--- config.mk ---
export PLATFORM = sky130hd
export DESIGN_NAME = a2d_sched_flat
export DESIGN_NICKNAME = d
export VERILOG_FILES = /design/src/rtl/a2d_pkg.sv /design/src/rtl/a2d_sched_if.sv /design/src/rtl/a2d_tmo_cnt.sv /design/src/rtl/a2d_sched.sv /design/src/flat_wrapper.sv
export SDC_FILE = /design/constraint.sdc
export NUM_CORES = 1
export LEC_CHECK = 0
export ABC_CLOCK_PERIOD_IN_PS = 1890
export BUFFER_PORTS_ARGS = -buffer_cell sky130_fd_sc_hd__buf_2
export CORE_ASPECT_RATIO = 1.4
export CORE_MARGIN = 3
export CORE_UTILIZATION = 46
export DETAILED_ROUTE_END_ITERATION = 8
export HOLD_SLACK_MARGIN = 0.06
export PLACE_DENSITY = 0.76
export SYNTH_ARGS = -nofsm -noshare
export SYNTH_HDL_FRONTEND = slang
export SYNTH_SLANG_ARGS = --single-unit
export TNS_END_PERCENT = 100
--- constraint.sdc ---
create_clock -name clk -period 1.89 [get_ports clk]
set_input_delay 0.4725 -clock clk [delete_from_list [all_inputs] [get_ports clk]]
set_output_delay 0.4725 -clock clk [all_outputs]
set_load 0.02 [all_outputs]
--- src/rtl/a2d_pkg.sv ---
// -----------------------------------------------------------------------------
// a2d_pkg
// Shared definitions for the A2D conversion sequencer:
//   state_t    - sequencer states
//   ch_idx_t   - 2-bit round position (0 = left, 1 = right, 2 = battery)
//   DEF_CH_*   - default A2D channel numbers
//   DEF_TMO_W  - default width of the SPI frame timeout counter
//   cmd_frame  - builds the command frame that selects an A2D channel
// -----------------------------------------------------------------------------
package a2d_pkg;

   typedef enum logic [2:0] {
      IDLE,
      CMD,
      WT_CMD,
      GAP,
      RD,
      WT_RD,
      DONE
   } state_t;

   typedef logic [1:0] ch_idx_t;

   localparam ch_idx_t IDX_LFT  = 2'd0;
   localparam ch_idx_t IDX_RGHT = 2'd1;
   localparam ch_idx_t IDX_BATT = 2'd2;

   localparam logic [2:0] DEF_CH_LFT  = 3'd0;
   localparam logic [2:0] DEF_CH_RGHT = 3'd4;
   localparam logic [2:0] DEF_CH_BATT = 3'd5;

   localparam int DEF_TMO_W = 10;

   // Channel number sits in bits [13:11]; everything else is zero.
   function automatic logic [15:0] cmd_frame(input logic [2:0] ch);
      return {2'b00, ch, 11'h000};
   endfunction

endpackage

--- src/rtl/a2d_sched_if.sv ---
// -----------------------------------------------------------------------------
// a2d_sched_if
// Handshake between the conversion sequencer and the SPI master.
//   spi_wrt   - one-cycle frame start (sequencer -> SPI master)
//   spi_cmd   - frame to transmit, stable from spi_wrt until spi_done
//   spi_done  - one-cycle frame complete (SPI master -> sequencer)
//   spi_rd    - received frame, valid with spi_done
// Modports: master = sequencer side, slave = SPI master side.
// -----------------------------------------------------------------------------
interface a2d_sched_if;

   logic        spi_wrt;
   logic [15:0] spi_cmd;
   logic        spi_done;
   logic [15:0] spi_rd;

   modport master (
      output spi_wrt,
      output spi_cmd,
      input  spi_done,
      input  spi_rd
   );

   modport slave (
      input  spi_wrt,
      input  spi_cmd,
      output spi_done,
      output spi_rd
   );

endinterface

--- src/rtl/a2d_tmo_cnt.sv ---
// -----------------------------------------------------------------------------
// a2d_tmo_cnt
// Clear/enable counter that stops at all-ones and flags it.
//   clk, rst - clock, asynchronous active-high reset
//   clr      - synchronous clear (wins over en)
//   en       - count one per cycle while not saturated
//   sat      - counter is all-ones
// -----------------------------------------------------------------------------
module a2d_tmo_cnt #(
   parameter int W = 10
) (
   input  logic clk,
   input  logic rst,
   input  logic clr,
   input  logic en,
   output logic sat
);

   logic [W-1:0] cnt;

   // NOTE: sequential state is assigned with <= so every flop samples the
   // pre-edge value of its inputs regardless of process ordering.
   always_ff @(posedge clk or posedge rst) begin
      if (rst) begin
         cnt <= '0;
      end else if (clr) begin
         cnt <= '0;
      end else if (en && !sat) begin
         cnt <= cnt + 1'b1;
      end
   end

   assign sat = &cnt;

endmodule

--- src/rtl/a2d_sched.sv ---
// -----------------------------------------------------------------------------
// a2d_sched
// Runs one A2D conversion round per nxt request: left load cell, right load
// cell, battery. Each channel takes a command frame (reply discarded), one
// idle GAP cycle, then a read frame whose low 12 bits are the result.
//   clk, rst  - clock, asynchronous active-high reset
//   nxt       - one-cycle round request (ignored while busy)
//   spi       - SPI master handshake (master modport)
//   lft_ld    - latest left load result
//   rght_ld   - latest right load result
//   batt      - latest battery result
//   rnd_vld   - one-cycle pulse once all three results are updated
//   busy      - round in progress
//   tmo_err   - sticky: an SPI frame timed out (cleared only by rst)
// -----------------------------------------------------------------------------
module a2d_sched
   import a2d_pkg::*;
#(
   parameter logic [2:0] CH_LFT  = DEF_CH_LFT,
   parameter logic [2:0] CH_RGHT = DEF_CH_RGHT,
   parameter logic [2:0] CH_BATT = DEF_CH_BATT,
   parameter int         TMO_W   = DEF_TMO_W
) (
   input  logic               clk,
   input  logic               rst,
   input  logic               nxt,
   a2d_sched_if.master        spi,
   output logic [11:0]        lft_ld,
   output logic [11:0]        rght_ld,
   output logic [11:0]        batt,
   output logic               rnd_vld,
   output logic               busy,
   output logic               tmo_err
);

   state_t     state, state_nxt;
   ch_idx_t    idx, idx_nxt;
   logic [2:0] ch_sel;
   logic       wrt_set;
   logic       cnt_clr;
   logic       cnt_en;
   logic       cap_en;
   logic       tmo_sat;
   logic       tmo_fire;

   // Upper nibble of the read frame carries no result data.
   logic       unused_rd_hi;
   assign unused_rd_hi = ^spi.spi_rd[15:12];

   // ---------------------------------------------------------------------
   // State register
   // ---------------------------------------------------------------------
   always_ff @(posedge clk or posedge rst) begin
      if (rst) begin
         state <= IDLE;
         idx   <= IDX_LFT;
      end else begin
         state <= state_nxt;
         idx   <= idx_nxt;
      end
   end

   // ---------------------------------------------------------------------
   // Next-state logic
   // ---------------------------------------------------------------------
   always_comb begin
      // NOTE: defaults first so every path assigns every output and no
      // latch is inferred.
      state_nxt = state;
      idx_nxt   = idx;
      unique case (state)
         IDLE:   if (nxt) state_nxt = CMD;
         CMD:    state_nxt = WT_CMD;
         WT_CMD: begin
            if (spi.spi_done) begin
               state_nxt = GAP;
            end else if (tmo_sat) begin
               state_nxt = IDLE;
               idx_nxt   = IDX_LFT;
            end
         end
         GAP:    state_nxt = RD;
         RD:     state_nxt = WT_RD;
         WT_RD: begin
            // spi_done is tested first so a reply on the saturating cycle
            // still counts as on time.
            if (spi.spi_done) begin
               if (idx == IDX_BATT) begin
                  state_nxt = DONE;
               end else begin
                  state_nxt = CMD;
                  idx_nxt   = idx + 2'd1;
               end
            end else if (tmo_sat) begin
               state_nxt = IDLE;
               idx_nxt   = IDX_LFT;
            end
         end
         DONE: begin
            state_nxt = IDLE;
            idx_nxt   = IDX_LFT;
         end
         default: begin
            state_nxt = IDLE;
            idx_nxt   = IDX_LFT;
         end
      endcase
   end

   // ---------------------------------------------------------------------
   // Output decode
   // ---------------------------------------------------------------------
   always_comb begin
      busy     = 1'b0;
      rnd_vld  = 1'b0;
      wrt_set  = 1'b0;
      cnt_en   = 1'b0;
      cap_en   = 1'b0;
      tmo_fire = 1'b0;
      busy     = (state != IDLE);
      rnd_vld  = (state == DONE);
      wrt_set  = (state == CMD) || (state == RD);
      cnt_en   = (state == WT_CMD) || (state == WT_RD);
      cap_en   = (state == WT_RD) && spi.spi_done;
      tmo_fire = cnt_en && tmo_sat && !spi.spi_done;
   end

   // Counter restarts on the cycle a frame is launched, so it reads zero on
   // the first wait cycle.
   assign cnt_clr = wrt_set;

   always_comb begin
      unique case (idx)
         IDX_LFT:  ch_sel = CH_LFT;
         IDX_RGHT: ch_sel = CH_RGHT;
         default:  ch_sel = CH_BATT;
      endcase
   end

   a2d_tmo_cnt #(
      .W (TMO_W)
   ) u_tmo_cnt (
      .clk (clk),
      .rst (rst),
      .clr (cnt_clr),
      .en  (cnt_en),
      .sat (tmo_sat)
   );

   // ---------------------------------------------------------------------
   // SPI launch, command hold, result capture and error flag
   // ---------------------------------------------------------------------
   always_ff @(posedge clk or posedge rst) begin
      if (rst) begin
         spi.spi_wrt <= 1'b0;
         spi.spi_cmd <= 16'h0000;
         lft_ld      <= 12'h000;
         rght_ld     <= 12'h000;
         batt        <= 12'h000;
         tmo_err     <= 1'b0;
      end else begin
         spi.spi_wrt <= wrt_set;
         // Loaded only in CMD; the read frame reuses the same command.
         if (state == CMD) begin
            spi.spi_cmd <= cmd_frame(ch_sel);
         end
         if (cap_en) begin
            unique case (idx)
               IDX_LFT:  lft_ld  <= spi.spi_rd[11:0];
               IDX_RGHT: rght_ld <= spi.spi_rd[11:0];
               default:  batt    <= spi.spi_rd[11:0];
            endcase
         end
         if (tmo_fire) begin
            tmo_err <= 1'b1;
         end
      end
   end

endmodule

--- src/flat_wrapper.sv ---
// flat-port wrapper written by rule: the top's interface ports become plain ports
module a2d_sched_flat import a2d_pkg::*;
#(
   parameter logic [2:0] CH_LFT  = DEF_CH_LFT,
   parameter logic [2:0] CH_RGHT = DEF_CH_RGHT,
   parameter logic [2:0] CH_BATT = DEF_CH_BATT,
   parameter int         TMO_W   = DEF_TMO_W
)
  (clk, rst, nxt, lft_ld, rght_ld, batt, rnd_vld, busy, tmo_err, spi_spi_wrt, spi_spi_cmd, spi_spi_done, spi_spi_rd);
  a2d_sched_if spi_i ();
  input  logic clk;
  input  logic rst;
  input  logic nxt;
  output logic [11:0] lft_ld;
  output logic [11:0] rght_ld;
  output logic [11:0] batt;
  output logic rnd_vld;
  output logic busy;
  output logic tmo_err;
  output wire logic [$bits(spi_i.spi_wrt)-1:0] spi_spi_wrt;
  output wire logic [$bits(spi_i.spi_cmd)-1:0] spi_spi_cmd;
  input wire logic [$bits(spi_i.spi_done)-1:0] spi_spi_done;
  input wire logic [$bits(spi_i.spi_rd)-1:0] spi_spi_rd;
  assign spi_spi_wrt = spi_i.spi_wrt;
  assign spi_spi_cmd = spi_i.spi_cmd;
  assign spi_i.spi_done = spi_spi_done;
  assign spi_i.spi_rd = spi_spi_rd;
  a2d_sched #(.CH_LFT(CH_LFT), .CH_RGHT(CH_RGHT), .CH_BATT(CH_BATT), .TMO_W(TMO_W)) u_core (.clk(clk), .rst(rst), .nxt(nxt), .spi(spi_i), .lft_ld(lft_ld), .rght_ld(rght_ld), .batt(batt), .rnd_vld(rnd_vld), .busy(busy), .tmo_err(tmo_err));
endmodule
# ---- Yosys cells after proc, flatten, opt, wreduce, memory -nomap -nowiden
# Cells that the tools add are included.
dict set report totals {
  regBits 56
  inputBits 20
  out_inout_bits 56
  elab_cells 57
}
dict set report classes {
  addsub 2
  eq_ne 11
  muxes 14
  bitwise 2
  n_reduce_logical 19
}
# op count
set ops {}
lappend ops {{10-bit two-way mux} 2}
lappend ops {{3-bit case mux with 6 select lines} 1}
lappend ops {{3-bit two-way mux} 5}
lappend ops {{10-bit by 1-bit adder with 10-bit output, second input constant} 1}
lappend ops {{10-bit AND reduction} 1}
lappend ops {{3-bit equality test, second input constant} 3}
lappend ops {{2-bit two-way mux} 4}
lappend ops {{3-bit by 2-bit equality test with 1-bit output, second input constant} 2}
lappend ops {{2-bit case mux with 3 select lines} 1}
lappend ops {{3-bit case mux with 2 select lines} 1}
lappend ops {{2-bit AND reduction} 3}
lappend ops {{1-bit logical AND} 4}
lappend ops {{2-bit != test, second input constant} 2}
lappend ops {{4-bit OR reduction} 1}
lappend ops {{3-bit by 1-bit equality test with 1-bit output, second input constant} 1}
lappend ops {{3-bit logical NOT} 1}
lappend ops {{3-bit != test, second input constant} 1}
lappend ops {{3-bit AND reduction} 1}
lappend ops {{3-bit nonzero test} 1}
lappend ops {{2-bit by 1-bit adder with 2-bit output, second input constant} 1}
lappend ops {{2-bit by 1-bit equality test with 1-bit output, second input constant} 1}
lappend ops {{2-bit equality test, second input constant} 1}
lappend ops {{1-bit logical NOT} 2}
lappend ops {{2-bit logical NOT} 1}
lappend ops {{other kinds (4)} 6}

# ---- Longest topological paths before layout
# Gate-level depths: netlist of run 1.
dict set report depth {
  ltp_word 5
  ltp_mapped 7
  mapped_depth_nobuf 6
}

# ---- Cells and area by module
# Synthesis of run 1 repeated with hierarchy kept, for this count alone.
dict set report hier_totals {
  cells_unflattened 222
  area_unflattened_um2 2808.9
}
# module instances cells_per_inst area_each_um2 seq_area_each_um2
set by_module_without_submodules {}
lappend by_module_without_submodules {a2d_sched 1 156 2173.3 1126.1}
lappend by_module_without_submodules {a2d_tmo_cnt 1 66 635.6 250.2}

# ---- Least setup slack after synthesis of run 1
# No wires, ideal clock.
dict set report synth_path {
  path_kind {register -> register}
  startpoint {register u_core.u_tmo_cnt.cnt[0]}
  endpoint {register u_core.state[2]}
  setup_ps 120
  arrival_time_ps 1595
  required_time_ps 1770
  path_slack_ps 175
  stages_incl_launch_ff 6
  n_path_buf 0
  synth_period_minus_slack_ps 1715
  path_cell_list {dfrtp_1 -> ha_1 -> nand4_2 -> nor4_1 -> o21ai_0 -> a31o_2}
}
dict set report synth_via {
  elab_chain_cells 4
  elab_cells_between_ends 5
  classes_between {4 x mux; 1 x reduce/logical}
}
# item line_no
set synth_rtl {}
lappend synth_rtl {{from (decl)} a2d_tmo_cnt.sv:19} ;# logic [W-1:0] cnt;
lappend synth_rtl {{from (signal assigned)} a2d_tmo_cnt.sv:29} ;# cnt <= cnt + 1'b1;
lappend synth_rtl {{10-bit AND reduction *} a2d_tmo_cnt.sv:33} ;# assign sat = &cnt;
lappend synth_rtl {{3-bit two-way mux *} -}
lappend synth_rtl {{3-bit two-way mux, on equally long branches} -}
lappend synth_rtl {{3-bit case mux with 6 select lines *} -}
lappend synth_rtl {{to (signal assigned)} a2d_sched.sv:58} ;# state <= state_nxt;
lappend synth_rtl {{to (decl)} a2d_sched.sv:36} ;# state_t state, state_nxt;
# Mark *: on every way between the ends. The rest lies on a longest branch, timed or not.
# A chain may end at the register's enable or synchronous reset.

# ---- Worst setup path after layout of run 1
dict set report layout_path {
  startpoint {register u_core.state[2]}
  endpoint {output busy}
}
dict set report layout_via {
  elab_chain_cells 1
}
# item line_no
set layout_rtl {}
lappend layout_rtl {{3-bit nonzero test} a2d_sched.sv:120} ;# busy = (state != IDLE);
lappend layout_rtl {{to (decl)} flat_wrapper.sv:18} ;# output logic busy;
# Every way passes these cells.

==> results.yml, run 1 <==
route:
  finalWirelength_mm: 4.80
  via_per_inst: 5.20
  drt_iter0_drc: 88
  vias: 1804
  wire_per_inst_um: 13.8
  drc_errors: 0
  first_pass_iters: 4
  antenna_left: 0
global_routing:
  antenna_found_initial: 0
  track_usage: 0.152
  grt_pass1_wl_mm: 7.95
  first_global_vias: 1795
  grt-ovfl-total: 0
  grt_max_degree: 56
logic_synthesis:
  ys_top_cells_by_area: "dfrtp_1 (54%), mux2_1 (9.6%), mux2_2 (6.6%)"
  ys_warn_count: 0
  synthCells: 207
  synth_most_common_cell: "dfrtp_1"
  yosysSeqAreaShare: 0.536
  synth_top_family_by_area: "multiplexers"
  yosysTopAreaCellShare: 0.536
  synth_compound_area_frac: 0.0998
  synth_xor_area_frac: 0.00341
  synth_cell_types: 44
  synth-edff-count: 0
  yosys_register_bits: 55
  ys_async_sr_fraction: 1.00
  yosys.area_share.simple: 0.0949
  synth_ff_type: "dfrtp_1"
  synth-adder-area-share: 0.0243
  yosys-top-cells-count: "dfrtp_1 (55), mux2_1 (22), buf_4 (18)"
  syn_area_um2: 2570
  yosysTopAreaCell: "dfrtp_1"
  avgSynthCellArea_um2: 12.4
  muxShareOfSynthArea: 0.162
clock_tree:
  hold_buffers: 0
  cts_buffers: 5
  cts.clk_slew.worst_paths_ns: 0.10
  root_buffer: "clkbuf_8"
  h-tree-depth: 2
  clk_latency_ns: 0.31
  cts_tree: "built"
  cts.path.max_buffers: 2
  cts_sinks: 55
placement:
  place_ws_ns: 0.127
  io_buffers: 57
  place_congestion: 0.874
  place_area_um2: 2980
  dpl.hpwl_mm: 3.57
  dp_cells: 334
pwr:
  p_per_area_nw_per_um2: 1400
  power.total_mw: 4.40
  p_leak_nw: 1.64
  irDropWorstVdd_mv: 0.574
timing:
  setup_violations: 0
  finalHoldViolCount: 0
  period_minus_slack_ns: 1.86
  timing.final.crit_share: 0.985
  timing.hold.ws_ns: 0.199
  fin_ws_ns: 0.0284
  max_freq_ghz: 0.537
  finalMaxSlewViolations: 0
  tns_ns: 0
  rsz0062_at_grt: "true"
  skew_ns: 0.00502
cells_and_area:
  drive_above_1_share: 0.388
  fin_util: 0.596
  layout.cells.non_filler: 347
  syn2layout_area_growth_pct: 22.3
  postLayoutCellArea_um2: 3140
  fin_nets: 305
  diodes: 0
setup_path:
  crit_path_top_delay_cell: "dfrtp_2"
  cp.required_ns: 1.42
  path_max_fanout: 5
  path_delay_family: "flip-flops"
  path_cells: "buf_4 -> or3_4 -> buf_6"
  cp_num_buf_inv: 2
  cpPeakStageDelay_ns: 0.42
  cp-start-kind: "register"
  crit_type: "reg2out"
  cp.arrival_ns: 1.39
  cp-end-kind: "output pin"
floorplanning:
  die_h_um: 94.4
  dieArea_um2: 6530
  start_util: 0.487
  io_pins: 76
  dieWidth_um: 69.2
  rows: 31
  core_um2: 5280
worst_hold_path:
  hold_path_class: "in2async"
run:
  max-cap-violations: 0
status:
  status: "finished clean"
[sequential cells by signal, summed over array words and instances, names as in the netlist]
register	flops
u_core.batt	12
u_core.lft_ld	12
u_core.rght_ld	12
u_core.u_tmo_cnt.cnt	10
u_core.state	3
u_core.idx	2
u_core.spi.spi_cmd	2
u_core.spi.spi_wrt	1
u_core.tmo_err	1
[final timing paths]
path / startpoint / endpoint / slack [ns] / cells past startpoint
worst min-delay path: rst / u_core.lft_ld[5] / 0.20 / 3
worst max register to register: u_core.state[2] / u_core.u_tmo_cnt.cnt[7] / 0.09 / 6
min in group clk: spi_spi_rd[4] / u_core.rght_ld[4] / 0.40 / 2
max in group asynchronous: rst / u_core.state[0] / 1.44 / 3
worst max-delay path: u_core.state[2] / busy / 0.03 / 3
worst min register to register: u_core.tmo_err / u_core.tmo_err / 0.48 / 1
[layer usage]
layer | routed length (µm) | vias to the layer above | part of all wire | GRT usage
li1 | - | 860 | - | -
met1 | 2010 | 887 | 0.42 | 0.174
met2 | 2420 | 52 | 0.50 | 0.268
met3 | 291 | 5 | 0.061 | 0.0415
met4 | 76 | 0 | 0.016 | 0.0635
met5 | 0 | - | 0 | 0
[report_power, final]
part	internal (mW)	switching [mW]	total [mW]
logic	0.870	1.10	1.97
clock network	0.300	0.378	0.678
registers	1.55	0.202	1.75
[worst min-delay path, stage by stage]
cell and delay [ns]:
buf_2 0.10, inv_2 0.06, buf_12 0.27
[cell families after synthesis]
group | after synthesis
fa+ha+maj | 5
mux | 37
other cells | 1
simple gates | 40
compound gates | 35
buf+inv | 33
flops | 55
xor+xnor | 1
[what timing repair did]
item / 4_1_cts / 5_1_grt
setup endpoints to repair: 2 / 2
buffers inserted: 4 / 1
gates resized for setup: 2 / 4
gates cloned: 0 / 0
[cell usage in the layout, fill, tap and decap left out, types with 3 or more instances in the layout]
| master | Yosys | final |
|---|---|---|
| buf_2 | 2 | 56 |
| dfrtp_1 | 55 | 53 |
| mux2_1 | 22 | 22 |
| mux2_2 | 15 | 15 |
| conb_1 | 1 | 14 |
| buf_4 | 18 | 13 |
| inv_1 | 10 | 9 |
| nand2_1 | 8 | 8 |
| o21ai_0 | 8 | 8 |
| nand3_1 | 6 | 6 |
| o31ai_1 | 6 | 6 |
| a21oi_1 | 6 | 6 |
| clkbuf_8 | 0 | 6 |
| ha_1 | 5 | 5 |
| buf_12 | 0 | 5 |
| nor2_1 | 4 | 4 |
| o211ai_1 | 3 | 3 |
| and3_1 | 3 | 3 |
| or4_1 | 3 | 3 |
[final cells by class]
cell class | count | area, µm²
clock inverters | 2 | 16.3
fillers | 441 | 2130
inverters | 10 | 37.5
repair buffers | 76 | 500
multi-input cells | 132 | 1050
flip-flops and latches | 55 | 1380
clock buffers | 6 | 82.6
well taps | 66 | 82.6
No activity file was read; power rests on OpenSTA's default activity.
==> run 2, diff against run 1 <==
--- a/config.mk
+++ b/config.mk
@@ -13,6 +13,7 @@
 export DETAILED_ROUTE_END_ITERATION = 8
 export HOLD_SLACK_MARGIN = 0.06
 export PLACE_DENSITY = 0.76
+export RECOVER_POWER = 50
 export SYNTH_ARGS = -nofsm -noshare
 export SYNTH_HDL_FRONTEND = slang
 export SYNTH_SLANG_ARGS = --single-unit
==> constraint.sdc (replaced) <==
create_clock -name clk -period 1.89 [get_ports clk]
set_input_delay 0.0945 -clock clk [delete_from_list [all_inputs] [get_ports clk]]
set_output_delay 0.0945 -clock clk [all_outputs]
set_load 0.02 [all_outputs]
==> results.yml, run 2 (same netlist as run 1, synthesis figures left out) <==
status:
  status: "finished clean"
clock_tree:
  clk_latency_ns: 0.30
  cts_buffers: 5
  cts.clk_slew.worst_paths_ns: 0.10
  cts.path.max_buffers: 2
  cts_tree: "built"
  h-tree-depth: 2
  cts_setup_buffers: 0
  cts_sinks: 55
  root_buffer: "clkbuf_8"
global_routing:
  grt_max_degree: 32
  track_usage: 0.154
  grt_util_met3: 0.0341
  grt-ovfl-total: 0
  first_global_vias: 1799
  grt_pass1_wl_mm: 8.13
  grt_use_met2: 0.283
  busiest_layer: "met2"
  antenna_found_initial: 0
  grt_use_met1: 0.174
floorplanning:
  rows: 31
  dieWidth_um: 69.2
  core_um2: 5280
  start_util: 0.487
  die_h_um: 94.4
  dieArea_um2: 6530
  io_pins: 76
pwr:
  irDropWorstVdd_mv: 0.537
  p_leak_nw: 1.50
  p_per_area_nw_per_um2: 1320
timing:
  skew_ns: 0.00608
  period_minus_slack_ns: 1.78
  tns_ns: 0
  worst_slew_pin_slew_ns: 0.960
  relSlewSlack: 0.359
  finalHoldViolCount: 0
  timing.final.crit_share: 0.939
  finalMaxSlewViolations: 0
  max_freq_ghz: 0.563
  setup_violations: 0
  rsz0062_at_grt: "false"
route:
  wire_per_inst_um: 14.0
  antenna_left: 0
  first_pass_iters: 4
  finalWirelength_mm: 4.96
  vias: 1819
  drc_errors: 0
  drt_iter0_drc: 89
  via_per_inst: 5.14
setup_path:
  cp-end-kind: "register"
  cp-start-kind: "register"
  path_cells: "ha_1 -> nand4_2 -> o32ai_4 -> buf_4 -> or4_1 -> a21oi_1"
  cp.required_ns: 2.12
  cp.arrival_ns: 2.01
  path_max_fanout: 8
  crit_type: "reg2reg"
  crit_path_top_delay_cell: "or4_1"
  cpPeakStageDelay_ns: 0.46
cells_and_area:
  layout_commonest_cell: "dfrtp_1"
  top_regs: "u_core.batt: 12 flops, u_core.lft_ld: 12 flops, u_core.rght_ld: 12 flops"
  syn2layout_area_growth_pct: 22.2
  final_cell_mix: "dfrtp_1 (54), clkbuf_1 (40), mux2_1 (22), buf_2 (17), mux2_2 (15)"
  drive_above_1_share: 0.212
  fin_nets: 312
  diodes: 0
  fin_util: 0.595
placement:
  dpl.hpwl_mm: 3.68
  io_buffers: 57
  place_congestion: 0.801
worst_hold_path:
  hold_path_class: "in2reg"
run:
  max-cap-violations: 0
[run 2: changes by cell type in the layout (fill, tap and decap cells not counted), sizes merged]
cell / change
dlygate4sd3: +13
clkbuf: +41
buf: -47
[run 2: area by class of cell]
class | instances | area, µm²
clock buffer | 6 | 82.6
clock inverter | 2 | 16.3
sequential | 55 | 1380
timing repair buffer | 83 | 500
tap | 66 | 82.6
multi-input combinational | 132 | 1040
fill | 449 | 2140
inverter | 10 | 37.5
[run 2: where the power goes]
part | switching (mW) | total (mW) | leakage, nW | internal [mW]
Clock | 0.375 | 0.675 | 0.0474 | 0.300
Sequential | 0.227 | 1.77 | 0.734 | 1.55
Combinational | 1.05 | 1.70 | 0.718 | 0.657
[run 2: layer usage]
metal | vias to the layer above | routed length, µm
met5 | - | 0
met4 | 0 | 47
met3 | 6 | 273
met2 | 53 | 2650
met1 | 881 | 1990
li1 | 879 | -
[run 2: worst max-delay path, delay by kind of cell (launching register included)]
| family | cells | cell delay [ns] |
|---|---|---|
| and+or+nand+nor | 2 | 0.63 |
| AOI/OAI and AO/OA | 2 | 0.27 |
| DFF | 1 | 0.40 |
| adders and majority gates | 1 | 0.24 |
| buffers and inverters | 1 | 0.17 |
[run 2: worst paths after layout]
check / startpoint / to / slack, ns / cells after the start
worst max register to register: u_core.u_tmo_cnt.cnt[0] / u_core.u_tmo_cnt.cnt[7] / 0.11 / 6
min in group asynchronous: rst / u_core.u_tmo_cnt.cnt[2] / 0.55 / 3
worst min-delay path: nxt / u_core.state[0] / 0.08 / 3
max in group asynchronous: rst / u_core.lft_ld[7] / 0.32 / 4
worst min register to register: u_core.tmo_err / u_core.tmo_err / 0.49 / 1
worst max-delay path: u_core.u_tmo_cnt.cnt[0] / u_core.u_tmo_cnt.cnt[7] / 0.11 / 6
[run 2: repair_timing]
action / CTS / global route
hold buffers: 13 / 0
setup endpoints to repair: 1 / 1
gates resized for setup: 1 / 1
hold endpoints to repair: 59 / 0
[run 2: per-stage QoR]
step | worst slack [ns] | cells | hold WS, ns | area (µm²) | power (mW)
after floorplan | 0.175 | 220 | 0.226 | 2620 | 2.99
after global placement | 0.0807 | 333 | 0.180 | 2970 | 3.52
after detailed placement | 0.0118 | 333 | 0.197 | 2970 | 3.58
after CTS | 0.0646 | 354 | 0.0662 | 3200 | 4.29
after global routing | 0.0000122 | 354 | 0.0929 | 3140 | 4.46
final | 0.114 | 354 | 0.0779 | 3140 | 4.15
